$ cat src/rtl/branch_resolve_ctrl_if.sv
// ----------------------------------------------------------------------------
// branch_resolve_ctrl_if
// Bundles the fetch-side push signals, the EX-side resolve signals and all
// controller outputs (predictor update, flush/redirect, statistics, debug).
//
// Handshake semantics (the only handshake on this bus):
//   A branch is pushed in a cycle where if_valid=1, if_opcode is a
//   conditional branch, stall=0 and push_ready=1, all sampled at the same
//   rising clk edge. push_ready is combinational and may depend on
//   ex_resolve in the same cycle. The producer must hold the fetch (stall
//   upstream) while push_ready=0. ex_resolve has no ready; it is always
//   consumed at the clock edge.
//
// Modports:
//   master : pipeline side (drives IF/EX inputs, observes outputs)
//   slave  : the branch_resolve_ctrl block
// ----------------------------------------------------------------------------
interface branch_resolve_ctrl_if #(
  parameter int PC_W  = 32,
  parameter int CNT_W = 16
);
  // IF stage
  logic            if_valid;
  logic [6:0]      if_opcode;
  logic            if_prediction;
  logic [PC_W-1:0] if_pc_plus4;
  logic            stall;
  logic            push_ready;
  // EX stage
  logic            ex_resolve;
  logic            ex_taken;
  logic [PC_W-1:0] ex_target;
  // Predictor update / recovery
  logic             bp_enable;
  logic [1:0]       bp_outcome;
  logic             flush;
  logic             redirect_valid;
  logic [PC_W-1:0]  redirect_pc;
  // Statistics and status
  logic [CNT_W-1:0] branch_count;
  logic [CNT_W-1:0] mispredict_count;
  logic             protocol_err;
  // Debug: controller FSM state (0 = RUN, 1 = FLUSH)
  logic             dbg_state;

  modport master (
    output if_valid, if_opcode, if_prediction, if_pc_plus4, stall,
    output ex_resolve, ex_taken, ex_target,
    input  push_ready, bp_enable, bp_outcome, flush, redirect_valid,
    input  redirect_pc, branch_count, mispredict_count, protocol_err,
    input  dbg_state
  );

  modport slave (
    input  if_valid, if_opcode, if_prediction, if_pc_plus4, stall,
    input  ex_resolve, ex_taken, ex_target,
    output push_ready, bp_enable, bp_outcome, flush, redirect_valid,
    output redirect_pc, branch_count, mispredict_count, protocol_err,
    output dbg_state
  );
endinterface

$ cat src/rtl/branch_resolve_ctrl.sv
// ----------------------------------------------------------------------------
// branch_resolve_ctrl
// Tracks conditional-branch predictions from IF in an in-order queue, retires
// them when EX resolves the oldest one, drives the 2-bit predictor update,
// raises flush + PC redirect on a mispredict and keeps saturating counters.
//
// Ports:
//   clk   : system clock, rising edge
//   Reset : synchronous, active-high reset
//   bus   : branch_resolve_ctrl_if.slave (IF push, EX resolve, outputs)
// ----------------------------------------------------------------------------
module branch_resolve_ctrl #(
  parameter int PC_W      = 32,
  parameter int DEPTH     = 2,
  parameter int FLUSH_CYC = 2,
  parameter int CNT_W     = 16
) (
  input  logic                  clk,
  input  logic                  Reset,
  branch_resolve_ctrl_if.slave  bus
);

  localparam int AW   = $clog2(DEPTH);
  localparam int FC_W = $clog2(FLUSH_CYC + 1);
  localparam logic [6:0] OPC_BRANCH = 7'b1100011;

  typedef enum logic {ST_RUN = 1'b0, ST_FLUSH = 1'b1} state_t;

  state_t           state_q, state_d;
  logic [FC_W-1:0]  flush_cnt_q, flush_cnt_d;
  logic [AW:0]      wr_ptr_q, wr_ptr_d, rd_ptr_q, rd_ptr_d;
  logic             pred_mem_q [DEPTH];
  logic             pred_mem_d [DEPTH];
  logic [PC_W-1:0]  pc_mem_q   [DEPTH];
  logic [PC_W-1:0]  pc_mem_d   [DEPTH];
  logic             bp_enable_q, bp_enable_d;
  logic [1:0]       bp_outcome_q, bp_outcome_d;
  logic             redirect_valid_q, redirect_valid_d;
  logic [PC_W-1:0]  redirect_pc_q, redirect_pc_d;
  logic [CNT_W-1:0] branch_count_q, branch_count_d;
  logic [CNT_W-1:0] mispredict_count_q, mispredict_count_d;
  logic             protocol_err_q, protocol_err_d;

  logic            empty, full, in_run, is_branch, pop, mispredict, push;
  logic            head_pred;
  logic [PC_W-1:0] head_pc;

  // Extra pointer bit distinguishes full from empty when indices match.
  assign empty     = (wr_ptr_q == rd_ptr_q);
  assign full      = (wr_ptr_q[AW] != rd_ptr_q[AW]) &&
                     (wr_ptr_q[AW-1:0] == rd_ptr_q[AW-1:0]);
  assign in_run    = (state_q == ST_RUN);
  assign is_branch = bus.if_valid && (bus.if_opcode == OPC_BRANCH);
  assign head_pred = pred_mem_q[rd_ptr_q[AW-1:0]];
  assign head_pc   = pc_mem_q[rd_ptr_q[AW-1:0]];
  assign pop       = in_run && bus.ex_resolve && !empty;
  assign mispredict = pop && (head_pred != bus.ex_taken);
  // A push alongside a mispredict is wrong-path and is dropped; when full it
  // needs the same-cycle pop to free the slot.
  assign push      = in_run && is_branch && !bus.stall && !mispredict &&
                     (!full || pop);

  always_comb begin
    state_d            = state_q;
    flush_cnt_d        = flush_cnt_q;
    wr_ptr_d           = wr_ptr_q;
    rd_ptr_d           = rd_ptr_q;
    pred_mem_d         = pred_mem_q;
    pc_mem_d           = pc_mem_q;
    bp_enable_d        = 1'b0;
    bp_outcome_d       = 2'b00;
    redirect_valid_d   = 1'b0;
    redirect_pc_d      = '0;
    branch_count_d     = branch_count_q;
    mispredict_count_d = mispredict_count_q;
    protocol_err_d     = protocol_err_q;

    if (push) begin
      pred_mem_d[wr_ptr_q[AW-1:0]] = bus.if_prediction;
      pc_mem_d[wr_ptr_q[AW-1:0]]   = bus.if_pc_plus4;
      wr_ptr_d                     = wr_ptr_q + (AW+1)'(1);
    end

    if (pop) begin
      rd_ptr_d     = rd_ptr_q + (AW+1)'(1);
      bp_enable_d  = 1'b1;
      bp_outcome_d = bus.ex_taken ? 2'b10 : 2'b01;
      if (branch_count_q != '1) branch_count_d = branch_count_q + CNT_W'(1);
    end

    // Everything younger than a mispredicted branch is wrong-path: empty the
    // queue outright (overrides the pointer moves above).
    if (mispredict) begin
      wr_ptr_d         = '0;
      rd_ptr_d         = '0;
      redirect_valid_d = 1'b1;
      redirect_pc_d    = bus.ex_taken ? bus.ex_target : head_pc;
      if (mispredict_count_q != '1)
        mispredict_count_d = mispredict_count_q + CNT_W'(1);
    end

    if (in_run && bus.ex_resolve && empty) protocol_err_d = 1'b1;

    // flush_cnt holds the number of flush cycles left after the current one.
    case (state_q)
      ST_RUN: begin
        if (mispredict) begin
          state_d     = ST_FLUSH;
          flush_cnt_d = FC_W'(FLUSH_CYC - 1);
        end
      end
      ST_FLUSH: begin
        if (flush_cnt_q == '0) state_d = ST_RUN;
        else                   flush_cnt_d = flush_cnt_q - FC_W'(1);
      end
      default: state_d = ST_RUN;
    endcase
  end

  always_ff @(posedge clk) begin
    if (Reset) begin
      state_q            <= ST_RUN;
      flush_cnt_q        <= '0;
      wr_ptr_q           <= '0;
      rd_ptr_q           <= '0;
      for (int i = 0; i < DEPTH; i++) begin
        pred_mem_q[i] <= 1'b0;
        pc_mem_q[i]   <= '0;
      end
      bp_enable_q        <= 1'b0;
      bp_outcome_q       <= 2'b00;
      redirect_valid_q   <= 1'b0;
      redirect_pc_q      <= '0;
      branch_count_q     <= '0;
      mispredict_count_q <= '0;
      protocol_err_q     <= 1'b0;
    end else begin
      state_q            <= state_d;
      flush_cnt_q        <= flush_cnt_d;
      wr_ptr_q           <= wr_ptr_d;
      rd_ptr_q           <= rd_ptr_d;
      pred_mem_q         <= pred_mem_d;
      pc_mem_q           <= pc_mem_d;
      bp_enable_q        <= bp_enable_d;
      bp_outcome_q       <= bp_outcome_d;
      redirect_valid_q   <= redirect_valid_d;
      redirect_pc_q      <= redirect_pc_d;
      branch_count_q     <= branch_count_d;
      mispredict_count_q <= mispredict_count_d;
      protocol_err_q     <= protocol_err_d;
    end
  end

  assign bus.push_ready       = in_run && (!full || bus.ex_resolve);
  assign bus.bp_enable        = bp_enable_q;
  assign bus.bp_outcome       = bp_outcome_q;
  assign bus.flush            = (state_q == ST_FLUSH);
  assign bus.redirect_valid   = redirect_valid_q;
  assign bus.redirect_pc      = redirect_pc_q;
  assign bus.branch_count     = branch_count_q;
  assign bus.mispredict_count = mispredict_count_q;
  assign bus.protocol_err     = protocol_err_q;
  assign bus.dbg_state        = state_q;

endmodule

$ cat src/flat_wrapper.sv
// flat-port wrapper written by rule: the top's interface ports become plain ports
module branch_resolve_ctrl_flat 
#(
  parameter int PC_W      = 32,
  parameter int DEPTH     = 2,
  parameter int FLUSH_CYC = 2,
  parameter int CNT_W     = 16
)
  (clk, Reset, bus_if_valid, bus_if_opcode, bus_if_prediction, bus_if_pc_plus4, bus_stall, bus_ex_resolve, bus_ex_taken, bus_ex_target, bus_push_ready, bus_bp_enable, bus_bp_outcome, bus_flush, bus_redirect_valid, bus_redirect_pc, bus_branch_count, bus_mispredict_count, bus_protocol_err, bus_dbg_state);
  branch_resolve_ctrl_if #(.PC_W(PC_W), .CNT_W(CNT_W)) bus_i ();
  input  logic clk;
  input  logic Reset;
  input wire logic [$bits(bus_i.if_valid)-1:0] bus_if_valid;
  input wire logic [$bits(bus_i.if_opcode)-1:0] bus_if_opcode;
  input wire logic [$bits(bus_i.if_prediction)-1:0] bus_if_prediction;
  input wire logic [$bits(bus_i.if_pc_plus4)-1:0] bus_if_pc_plus4;
  input wire logic [$bits(bus_i.stall)-1:0] bus_stall;
  input wire logic [$bits(bus_i.ex_resolve)-1:0] bus_ex_resolve;
  input wire logic [$bits(bus_i.ex_taken)-1:0] bus_ex_taken;
  input wire logic [$bits(bus_i.ex_target)-1:0] bus_ex_target;
  output wire logic [$bits(bus_i.push_ready)-1:0] bus_push_ready;
  output wire logic [$bits(bus_i.bp_enable)-1:0] bus_bp_enable;
  output wire logic [$bits(bus_i.bp_outcome)-1:0] bus_bp_outcome;
  output wire logic [$bits(bus_i.flush)-1:0] bus_flush;
  output wire logic [$bits(bus_i.redirect_valid)-1:0] bus_redirect_valid;
  output wire logic [$bits(bus_i.redirect_pc)-1:0] bus_redirect_pc;
  output wire logic [$bits(bus_i.branch_count)-1:0] bus_branch_count;
  output wire logic [$bits(bus_i.mispredict_count)-1:0] bus_mispredict_count;
  output wire logic [$bits(bus_i.protocol_err)-1:0] bus_protocol_err;
  output wire logic [$bits(bus_i.dbg_state)-1:0] bus_dbg_state;
  assign bus_i.if_valid = bus_if_valid;
  assign bus_i.if_opcode = bus_if_opcode;
  assign bus_i.if_prediction = bus_if_prediction;
  assign bus_i.if_pc_plus4 = bus_if_pc_plus4;
  assign bus_i.stall = bus_stall;
  assign bus_i.ex_resolve = bus_ex_resolve;
  assign bus_i.ex_taken = bus_ex_taken;
  assign bus_i.ex_target = bus_ex_target;
  assign bus_push_ready = bus_i.push_ready;
  assign bus_bp_enable = bus_i.bp_enable;
  assign bus_bp_outcome = bus_i.bp_outcome;
  assign bus_flush = bus_i.flush;
  assign bus_redirect_valid = bus_i.redirect_valid;
  assign bus_redirect_pc = bus_i.redirect_pc;
  assign bus_branch_count = bus_i.branch_count;
  assign bus_mispredict_count = bus_i.mispredict_count;
  assign bus_protocol_err = bus_i.protocol_err;
  assign bus_dbg_state = bus_i.dbg_state;
  branch_resolve_ctrl #(.PC_W(PC_W), .DEPTH(DEPTH), .FLUSH_CYC(FLUSH_CYC), .CNT_W(CNT_W)) u_core (.clk(clk), .Reset(Reset), .bus(bus_i));
endmodule
$ cat config.mk
export PLATFORM = sky130hd
export DESIGN_NAME = branch_resolve_ctrl_flat
export DESIGN_NICKNAME = d
export VERILOG_FILES = /design/src/rtl/branch_resolve_ctrl_if.sv /design/src/rtl/branch_resolve_ctrl.sv /design/src/flat_wrapper.sv
export SDC_FILE = /design/constraint.sdc
export NUM_CORES = 1
export LEC_CHECK = 0
export CORE_MARGIN = 2
export CORE_UTILIZATION = 30
export CTS_CLUSTER_SIZE = 14
export DETAILED_ROUTE_END_ITERATION = 6
export PLACE_DENSITY = 0.55
export SETUP_SLACK_MARGIN = 0.02
export SLEW_MARGIN = 20
export SYNTH_ARGS = -nofsm -noshare
export SYNTH_HDL_FRONTEND = slang
export SYNTH_SLANG_ARGS = --single-unit
export TNS_END_PERCENT = 20
$ cat constraint.sdc
create_clock -name clk -period 2.5 [get_ports clk]
set_input_delay 0.375 -clock clk [delete_from_list [all_inputs] [get_ports clk]]
set_output_delay 0.375 -clock clk [all_outputs]
set_load 0.01 [all_outputs]
==> metrics.cfg <==
[final_layout]
drive_gt1_share_pct = 8.780
final_cells = 1143
fillerInstances = 2010
area.sequential_sq_um = 2844
multi_input_area_sq_um = 2877
areaGrowthSynthToFinish_pct = 42.32
fin_nets = 945

[floorplan]
die_area_sq_um = 20880
ioPinCount = 150
initial_core_util_pct = 30.53
core_sq_um = 19400
die_h_microns = 144.5
die_width_microns = 144.5
num_rows = 51

[route]
drtIter0Drc = 255
via_count = 5269
wl_microns = 15870
drc = 0
post_drt_wl_per_cell_microns = 13.88
vias_per_cell = 4.610
ant_nets = 0
first_pass_iters = 4

[sta]
hold_viol = 0
grt_setup_unrepaired = no
slew_headroom_pct = 55.70
setup_tns_ps = 0
setup_ws_ps = 366.2
fmax_ghz = 0.4687
setup_viol_count_final = 0
slew_violations = 0
worstMarginPinSlew_ps = 664.5
timing.hold.ws_ps = 182.6
final.period_utilization_pct = 85.35
finalCriticalPeriod_ps = 2134
fin_worst_skew_ps = 10.10

[global_routing]
grt_overflow_total = 0
met1_usage_pct = 20.46
met2_usage_pct = 25.17
top_usage_layer = met2
grtUsageMet3_pct = 4.868
antenna_found_initial = 0
grt_pass1_wl_microns = 25610
grtUsageTotal_pct = 15.63
grt_max_degree = 67
grt_pass1_vias = 5090

[setup_path]
rr_endpoint = u_core.bus.mispredict_count[5]
critPathArrivalTime_ps = 2480
reg2reg_from = u_core.rd_ptr_q[0]
path_cells = clkdlybuf4s50_1 > or3b_1 > or3_1 > a2111oi_4 > buf_4 > nand2_1 > a21oi_1
cp_slowest_cell = clkdlybuf4s50_1
crit_path_max_fanout = 9
critPathKind = input port to register
startpoint_type = input port
cp.buffers_inverters = 2
worstPathRequired_ps = 2840
slowest_delay_ps = 440
end_kind = register
critical_path.top_delay_family = simple AND/OR/NAND/NOR gates
r2r.worst_path.cells = 5
rrSetupSlack_ps = 380

[logic_synthesis]
ys_ff_latch = 142
syn_area_per_cell_sq_um = 8.317
syn-instance-count = 712
synth-main-ff-cell = dfxtp_1
synth_common_cells = dfxtp_1, nand2_1, a21oi_1, nor2_1, mux2i_1
yosysUniqueCellTypes = 51
synth_top_area_cell = dfxtp_1
ys_top_cells_by_area = dfxtp_1, a21oi_1, nand2_1
syn_area_sq_um = 5922
synth_top_area_share_pct = 48.00
ys_warn_count = 0
async_flop_share_pct = 0
seq_area_frac_synth_pct = 48.00
synth_edf_count = 0
syn-num-nets = 793

[min_path]
min_to = u_core.bus.bp_enable
hold_start = Reset
min_path_cells = 2
holdCritPathClass = input port to register

[power]
p_comb_share_pct = 4.6
p_sw_share_pct = 23.03
clkPwrFrac_pct = 49.3
internal_power_mw = 3.786
irDropWorstVdd_mv = 0.4032
seq_power_share_pct = 46.0
power_density_nw_per_um2 = 583.7
p_leak_nw = 2.742
p_sw_mw = 1.133

[clock_tree]
numClockSinks = 142
cts_buffers = 17
root_buffer = clkbuf_16
htreeDepth = 4
cts.clk_slew.worst_paths_ps = 60
cts_setup_buffers = 0
clock_latency_ps = 420
clockBufferDepth = 2
tritoncts = done

[placed_design]
port_buffers = 149
place_ws_ps = -48.35
dp_hpwl_microns = 10710
placedCellCount = 1110
gp_congestion = 0.7289

[job]
drv_cap = 0

[run_status]
status = complete, no violations

per-stage QoR:
step / area [sq um] / power, mW / util (%)
after floorplan: 5922 / 2.387 / -
after global placement: 7831 / 2.545 / 40.37
after detailed placement: 7831 / 2.543 / 40.37
after CTS: 8404 / 5.003 / 43.32
after global routing: 8426 / 5.102 / 43.43
final: 8428 / 4.919 / 43.45
repair_timing:
action / CTS / global route
hold buffers: 0 / 0
setup endpoints to repair: 1 / 2
resized for setup: 1 / 3
routing by layer:
layer | share of wire, % | wire [microns]
met1 | 48 | 7615
met2 | 46 | 7266
met3 | 5.6 | 890
met5 | 0 | 0
met4 | 0.60 | 95
registers in the layout, summed over array words and instances (netlist names), 2 cells and up:
| signal | flops |
|---|---|
| u_core.bus.bp_outcome | 2 |
| u_core.bus.branch_count | 16 |
| u_core.bus.mispredict_count | 16 |
| u_core.bus.redirect_pc | 32 |
| u_core.flush_cnt_q | 2 |
| u_core.pc_mem_q | 64 |
| u_core.pred_mem_q | 2 |
| u_core.rd_ptr_q | 2 |
| u_core.wr_ptr_q | 2 |
worst reg2reg max path: stages (launching register included):
cell      delay [ps]
dfxtp_2          450
mux2i_4          340
xnor2_4          260
o211ai_2         330
or4_1            540
a21oi_1          140
layout by cell type, fill, tap and decap left out, drive strengths merged, types with 5 or more instances in the layout:
master / count
nand3: 12
o21ai: 12
clkbuf: 18
a21oi: 112
buf: 30
clkdlybuf4s50: 146
mux2i: 36
o211ai: 5
inv: 18
dfxtp: 142
nand2: 142
xor2: 17
nor2: 94
xnor2: 8
or3: 9
nand4: 12
cell families (layout without fill, tap and decap cells):
group	Yosys count	count (layout)	synth area share [%]
compound gates	149	149	14.92
other cells	0	1	0
simple gates	300	300	21.87
buf+inv	57	222	4.458
xor+xnor	25	25	3.824
flops	142	142	48.00
mux	36	36	6.296
fa+ha+maj	3	3	0.6339
worst max path at each step:
stage | end | from | slack [ps] | depth (start not counted)
global route | u_core.bus.mispredict_count[1] | u_core.bus.mispredict_count[1] | 210 | 6
CTS | bus_push_ready | u_core.wr_ptr_q[0] | 60 | 5
global placement | u_core.pc_mem_q[15] | bus_if_opcode[1] | 0.07 | 7
detailed placement | u_core.pc_mem_q[18] | bus_if_opcode[1] | -50 | 7
finish | u_core.pc_mem_q[26] | bus_if_opcode[1] | 370 | 7
floorplan | u_core.bus.mispredict_count[15] | u_core.bus.mispredict_count[0] | 420 | 6
cell type report:
type	count	area share, %
clock buffer	18	5.092
clock inverter	14	1.618
antenna	1	0.02969
tap	265	3.934
timing repair buffer	177	20.87
sequential	142	33.74
inverter	13	0.5790
multi-input combinational	513	34.13
power groups by stage:
stage / Clock (mW) / Sequential, mW / Combinational [mW]
after floorplan: 0 / 2.32 / 0.0705
after global placement: 0 / 2.32 / 0.229
after detailed placement: 0 / 2.32 / 0.228
after CTS: 2.51 / 2.26 / 0.230
after global routing: 2.59 / 2.26 / 0.248
final: 2.43 / 2.27 / 0.229
Power figures use the tool's default switching activity.
